==> config.mk <==
export PLATFORM = sky130hd
export DESIGN_NAME = sc_mul_seq_flat
export DESIGN_NICKNAME = d
export VERILOG_FILES = /design/src/rtl/sc_mul_seq_if.sv /design/src/rtl/sc_mul_seq.sv /design/src/flat_wrapper.sv
export SDC_FILE = /design/constraint.sdc
export NUM_CORES = 1
export LEC_CHECK = 0
export ABC_AREA = 1
export CAP_MARGIN = 20
export CORE_AREA = 2 2 61 92
export DETAILED_ROUTE_END_ITERATION = 8
export DIE_AREA = 0 0 63 94
export GPL_TIMING_DRIVEN = 0
export MAX_ROUTING_LAYER = met4
export PLACE_DENSITY = 0.5
export SYNTH_ARGS = -nofsm -noshare
export SYNTH_HDL_FRONTEND = slang
export SYNTH_SLANG_ARGS = --single-unit
==> constraint.sdc <==
create_clock -name clk -period 6.6 [get_ports clk]
set_input_delay 1.98 -clock clk [delete_from_list [all_inputs] [get_ports clk]]
set_output_delay 1.98 -clock clk [all_outputs]
set_load 0.02 [all_outputs]
==> src/rtl/sc_mul_seq_if.sv <==
// Operand/result handshake and product-stream bundle for the sequential SC multiplier.
// The master side issues operands and consumes results; the slave side is the multiplier.
interface sc_mul_seq_if #(
  parameter int unsigned N   = 4,
  parameter int unsigned PAR = 4
);
  localparam int unsigned W = N + 1;

  logic           in_valid;
  logic           in_ready;
  logic [W-1:0]   in_a;
  logic [W-1:0]   in_b;
  logic           in_mode;
  logic           out_valid;
  logic           out_ready;
  logic [W-1:0]   out_count;
  logic           bs_valid;
  logic [PAR-1:0] bs_data;

  modport master (
    output in_valid, in_a, in_b, in_mode, out_ready,
    input  in_ready, out_valid, out_count, bs_valid, bs_data
  );

  modport slave (
    input  in_valid, in_a, in_b, in_mode, out_ready,
    output in_ready, out_valid, out_count, bs_valid, bs_data
  );
endinterface

==> src/rtl/sc_mul_seq.sv <==
// Sequential stochastic-computing multiplier: PAR stream bits per cycle, popcount result
// returned over valid/ready. A uses a bit-reversed sequence, B a linear counter.
module sc_mul_seq #(
  parameter int unsigned N   = 4,
  parameter int unsigned PAR = 4
) (
  input  logic         clk,
  input  logic         rst,
  sc_mul_seq_if.slave  bus
);
  localparam int unsigned W = N + 1;
  localparam int unsigned L = 1 << N;
  localparam logic [N-1:0] IDX_STEP = N'(PAR);
  localparam logic [N-1:0] LAST_IDX = N'(L - PAR);

  typedef enum logic [1:0] {IDLE, RUN, DONE} state_t;

  state_t         state_q, state_d;
  logic [N-1:0]   idx_q, idx_d;
  logic [W-1:0]   acc_q, acc_d;
  logic [W-1:0]   a_q, a_d;
  logic [W-1:0]   b_q, b_d;
  logic           mode_q, mode_d;
  logic [W-1:0]   count_q, count_d;

  logic [PAR-1:0] bit_a_c, bit_b_c, stream_c;
  logic [W-1:0]   pop_c;
  logic           ready_c, accept_c, out_valid_c, bs_valid_c;

  function automatic logic [N-1:0] bit_rev(input logic [N-1:0] v);
    logic [N-1:0] r;
    r = '0;
    for (int k = 0; k < int'(N); k++) r[k] = v[int'(N) - 1 - k];
    return r;
  endfunction

  // Stream chunk for indices idx..idx+PAR-1 and its popcount.
  always_comb begin
    bit_a_c  = '0;
    bit_b_c  = '0;
    stream_c = '0;
    pop_c    = '0;
    for (int j = 0; j < int'(PAR); j++) begin
      bit_a_c[j]  = a_q > {1'b0, bit_rev(idx_q + N'(j))};
      bit_b_c[j]  = b_q > {1'b0, idx_q + N'(j)};
      stream_c[j] = mode_q ? ~(bit_a_c[j] ^ bit_b_c[j]) : (bit_a_c[j] & bit_b_c[j]);
      pop_c       = pop_c + W'(stream_c[j]);
    end
  end

  // Next-state, datapath updates and handshake outputs.
  always_comb begin
    state_d     = state_q;
    idx_d       = idx_q;
    acc_d       = acc_q;
    a_d         = a_q;
    b_d         = b_q;
    mode_d      = mode_q;
    count_d     = count_q;
    ready_c     = 1'b0;
    accept_c    = 1'b0;
    out_valid_c = 1'b0;
    bs_valid_c  = 1'b0;

    ready_c  = ~rst & ((state_q == IDLE) | ((state_q == DONE) & bus.out_ready));
    accept_c = bus.in_valid & ready_c;

    case (state_q)
      IDLE: ;
      RUN: begin
        bs_valid_c = 1'b1;
        acc_d      = acc_q + pop_c;
        idx_d      = idx_q + IDX_STEP;
        if (idx_q == LAST_IDX) begin
          state_d = DONE;
          count_d = acc_q + pop_c;
        end
      end
      DONE: begin
        out_valid_c = 1'b1;
        if (bus.out_ready) state_d = IDLE;
      end
      default: state_d = IDLE;
    endcase

    // An accept in DONE overrides the return to IDLE, giving back-to-back operation.
    if (accept_c) begin
      a_d     = bus.in_a;
      b_d     = bus.in_b;
      mode_d  = bus.in_mode;
      idx_d   = '0;
      acc_d   = '0;
      state_d = RUN;
    end
  end

  always_ff @(posedge clk) begin
    if (rst) begin
      state_q <= IDLE;
      idx_q   <= '0;
      acc_q   <= '0;
      a_q     <= '0;
      b_q     <= '0;
      mode_q  <= 1'b0;
      count_q <= '0;
    end else begin
      state_q <= state_d;
      idx_q   <= idx_d;
      acc_q   <= acc_d;
      a_q     <= a_d;
      b_q     <= b_d;
      mode_q  <= mode_d;
      count_q <= count_d;
    end
  end

  assign bus.in_ready  = ready_c;
  assign bus.out_valid = out_valid_c;
  assign bus.out_count = count_q;
  assign bus.bs_valid  = bs_valid_c;
  assign bus.bs_data   = bs_valid_c ? stream_c : '0;

endmodule

==> src/flat_wrapper.sv <==
// flat-port wrapper written by rule: the top's interface ports become plain ports
module sc_mul_seq_flat 
#(
  parameter int unsigned N   = 4,
  parameter int unsigned PAR = 4
)
  (clk, rst, bus_in_valid, bus_in_a, bus_in_b, bus_in_mode, bus_out_ready, bus_in_ready, bus_out_valid, bus_out_count, bus_bs_valid, bus_bs_data);
  sc_mul_seq_if #(.N(N), .PAR(PAR)) bus_i ();
  input  logic clk;
  input  logic rst;
  input wire logic [$bits(bus_i.in_valid)-1:0] bus_in_valid;
  input wire logic [$bits(bus_i.in_a)-1:0] bus_in_a;
  input wire logic [$bits(bus_i.in_b)-1:0] bus_in_b;
  input wire logic [$bits(bus_i.in_mode)-1:0] bus_in_mode;
  input wire logic [$bits(bus_i.out_ready)-1:0] bus_out_ready;
  output wire logic [$bits(bus_i.in_ready)-1:0] bus_in_ready;
  output wire logic [$bits(bus_i.out_valid)-1:0] bus_out_valid;
  output wire logic [$bits(bus_i.out_count)-1:0] bus_out_count;
  output wire logic [$bits(bus_i.bs_valid)-1:0] bus_bs_valid;
  output wire logic [$bits(bus_i.bs_data)-1:0] bus_bs_data;
  assign bus_i.in_valid = bus_in_valid;
  assign bus_i.in_a = bus_in_a;
  assign bus_i.in_b = bus_in_b;
  assign bus_i.in_mode = bus_in_mode;
  assign bus_i.out_ready = bus_out_ready;
  assign bus_in_ready = bus_i.in_ready;
  assign bus_out_valid = bus_i.out_valid;
  assign bus_out_count = bus_i.out_count;
  assign bus_bs_valid = bus_i.bs_valid;
  assign bus_bs_data = bus_i.bs_data;
  sc_mul_seq #(.N(N), .PAR(PAR)) u_core (.clk(clk), .rst(rst), .bus(bus_i));
endmodule
* Yosys cells after proc, flatten, opt, wreduce, memory -nomap -nowiden
Cells that the tools add are included. W data, S select, Z words.
Operators by class: add/sub/neg operators 8, $lt $le $gt $ge 8, eq/ne operators 8, multiplexer cells 11, bitwise logic cells 18, reduce and logical (&&, ||, !) cells 5
Operators by type and width (count):
- $gt A5 B4 Y1 | 8
- $add A5 B1 Y5 | 2
- $add A4 B2 Y4 const B | 2
- $and A1 B1 Y1 | 7
- $mux W1 | 7
- $not A1 Y1 | 6
- $pmux W2 S3 | 1
- $reduce_and A3 Y1 | 2
- $add A5 B5 Y5 | 1
- $add A4 B1 Y4 const B | 1
- $add A4 B3 Y4 const B | 1
- $eq A4 B4 Y1 const B | 1
- $mux W2 | 2
- $mux W4 | 1
- $ne A2 B1 Y1 const B | 2
- $xor A1 B1 Y1 | 4
- $ne A3 B1 Y1 const B | 1
- $ne A3 B2 Y1 const B | 1
- $add A1 B1 Y2 | 1
- $eq A2 B1 Y1 const B | 1
- $eq A2 B2 Y1 const B | 1
- $logic_not A2 Y1 | 1
- $ne A2 B2 Y1 const B | 1
- $reduce_and A2 Y1 | 1
- 2 further kinds | 2
Storage, ports and cells: register bits after elaboration 27, input port bits 15, output and inout port bits 12, logic and storage cells 66

* Logic depth before layout (Yosys ltp)
depth after elaboration 9, depth in mapped cells 21, mapped depth without buffers 21

* Worst setup path after synthesis
OpenSTA, ideal clock, no wires.
kind input to output, start point in rst, end point out bus_in_ready, data arrival time 2.413 ns, required time 4.620 ns, setup slack 2.207 ns, stages 3, buffers on the path 1, cell sequence nor2_2 > and2_4 > buf_6
Between the ends: cells in the longest elaborated chain, start to end 2
RTL lines:
- start: declaration | RTL line flat_wrapper.sv:10 | input logic rst;
- $not A1 Y1 | RTL line sc_mul_seq.sv:65 | ready_c = ~rst & ((state_q == IDLE) | ((state_q == DONE) & bus.out_ready));
- $and A1 B1 Y1 | RTL line sc_mul_seq.sv:65
- end: declaration | RTL line flat_wrapper.sv:16 | output wire logic [$bits(bus_i.in_ready)-1:0] bus_in_ready;
Every way passes these cells.

* Worst setup path in the final report
Same ends and word-level chain as after synthesis.

==> metrics.txt <==
layout cell share with drive strength beyond 1=0.1111; GP Congestion=0.8531; first-pass GRT wire length=5.796 mm; Final WS setup=0.9995 ns; clock buffer depth=2; Clock Latency Late Sink=0.28 ns; root buf cell=clkbuf_8; Clock Sinks=25; share of the synthesized area in the top cell type=0.3311; EDFF count, synth=0; die width=63 µm; num rows=32; status=completed; Final Util=0.3748; area leader, netlist=dfxtp_1; Hold/Removal Path Class=flop to flop; Iteration-0 DRC Markers=32; Area Overhead vs Synth=26.08%; total grt overflow=0; # fillers=565; Die Span Y=94 µm; Max Slew Vio Count=0; vias per std cell=4.399; DRC viols=0; flops & latches, synth=25; Synth warnings=0; Die ar.=5922 µm²; Place WS=0.9689 ns; relative slew slack=0.7372; Starting Density=0.2972; Data arrival, critical path=3.62 ns; max cap viols=0; TritonCTS buffer count=3; Synth top cells by count=nand2_1 (44), dfxtp_1 (25), inv_1 (25); Leak=0.8140 nW; post-CTS setup buffer count=0; Post-layout nets=258; area of the mapped netlist=1511 µm²; Syn Inst Count=195; core box area=5085 µm²; kind of critical path=input port to primary output; H-tree levels=1; Power Total=0.3994 mW; Max Clk Rate=0.1786 GHz; First-pass DRT Iterations=3; startpoint types=input port; PostCTS Resize Cnt=0; Seq/Total Area, Yosys=0.3311; Worst VDD drop=0.0001025 V; DR vias=1289; IO Port Bufs=26; syn nets=227; skew final=0.005053 ns; Critical Path RT=4.62 ns; setup_tns=0 ns; GRT Total Usage=0.1276; Inserted Diodes=0; Post-CTS Hold Buffers=0; Distinct cells, synth=26; vias in the first global route=1310; unrepaired setup endpoints after global routing=false; fraction of registers with async set/reset=0; WL final=3.414 mm; mean routed wirelength per cell=11.65 µm; CTS tree=built; worst slew pin tran=0.3901 ns; DRT antenna net count=0; Critical Path End Type=primary output; part of the cycle the worst path needs=0.8486; Final Hold Viols=0; CP Max Fanout=10; Power Dens Cells=209.6 nW/µm²; Hold WS=0.4699 ns; top-count cell post-synth=nand2_1; HPWL after DPL=2.713 mm; clk slew on worst S/H paths=0.10 ns; initial antenna violation count=0; Tmin final=5.601 ns; setup violators final=0; Synth area leaders=dfxtp_1 (33%), ha_1 (12%), nand2_1 (11%); I/O pin total=27; Avg Cell Area, Syn=7.751 µm²; largest net degree at the start of global routing=16; Synth Flop Type=dfxtp_1
==> where the power goes <==
| part | switching [mW] | internal, mW |
|---|---|---|
| Clock | 0.0545 | 0.0429 |
| Sequential | 0.00749 | 0.161 |
| Combinational | 0.0753 | 0.0576 |
| Total | 0.137 | 0.262 |
==> cell families after synthesis <==
family,Yosys count,share of synthesized area
flops,25,0.3311
buf+inv,30,0.09189
compound gates,32,0.1391
fa+ha+maj,17,0.1507
simple gates,90,0.2815
xor+xnor,1,0.005796
==> final timing paths <==
path	endpoint	slack (ns)	startpoint	cells after the start
worst max-delay path	bus_in_ready	1.0	rst	5
worst min-delay path	u_core.bus.out_count[1]$_SDFFE_PP0P_	0.47	u_core.bus.out_count[1]$_SDFFE_PP0P_	2
worst max register to register	u_core.bus.out_count[4]$_SDFFE_PP0P_	2.83	u_core.idx_q[2]$_SDFFE_PP0P_	18
worst min register to register	u_core.bus.out_count[1]$_SDFFE_PP0P_	0.47	u_core.bus.out_count[1]$_SDFFE_PP0P_	2
==> cells in the final DEF (no fill, tap or decap), types with 3 or more instances in the layout <==
cell type        Yosys  routed
clkdlybuf4s50_1      0      26
dfxtp_1             25      25
o21ai_0             10      10
and2_1               4       4
a21oi_1              7       7
a21oi_2              6       6
nor2_1              11      11
nand2_1             44      44
buf_6                3       3
inv_1               25      25
ha_1                15      15
o21ai_2              4       4
clkbuf_8             0       3
nand3_1             22      22
==> stage by stage <==
step,cells,area (µm²)
finish,293,1906
global route,293,1906
CTS,293,1906
detailed placement,289,1857
global placement,289,1857
floorplan,195,1511
==> flip-flops by register name (all words and copies together) (netlist names) <==
name                  cells
u_core.a_q                5
u_core.acc_q              5
u_core.b_q                5
u_core.bus.out_count      5
u_core.idx_q              2
u_core.state_q            2
u_core.mode_q             1
==> area by class of cell <==
cell class	instances	area, µm²	area share
Tap cell	68	85.08	0.04465
Buffer	4	41.29	0.02167
Multi-Input combinational cell	140	872.1	0.4576
Timing Repair Buffer	26	260.3	0.1366
Clock buffer	3	41.29	0.02167
Inverter	26	97.59	0.05121
Sequential cell	25	500.5	0.2626
Clock inverter	1	7.507	0.003940
==> critical path: stages <==
cell,delay [ns]
clkdlybuf4s50_1,0.52
nor2_2,0.20
and2_4,0.18
buf_6,0.13
clkdlybuf4s50_1,0.60
==> routing by layer <==
metal	part of all wire	global-route usage	vias up
li1	-	-	694
met1	0.45	0.1424	578
met2	0.51	0.2305	13
met3	0.025	0.01799	4
met4	0.012	0.04444	0
met5	0	-	-
No activity file was read; power rests on OpenSTA's default activity.
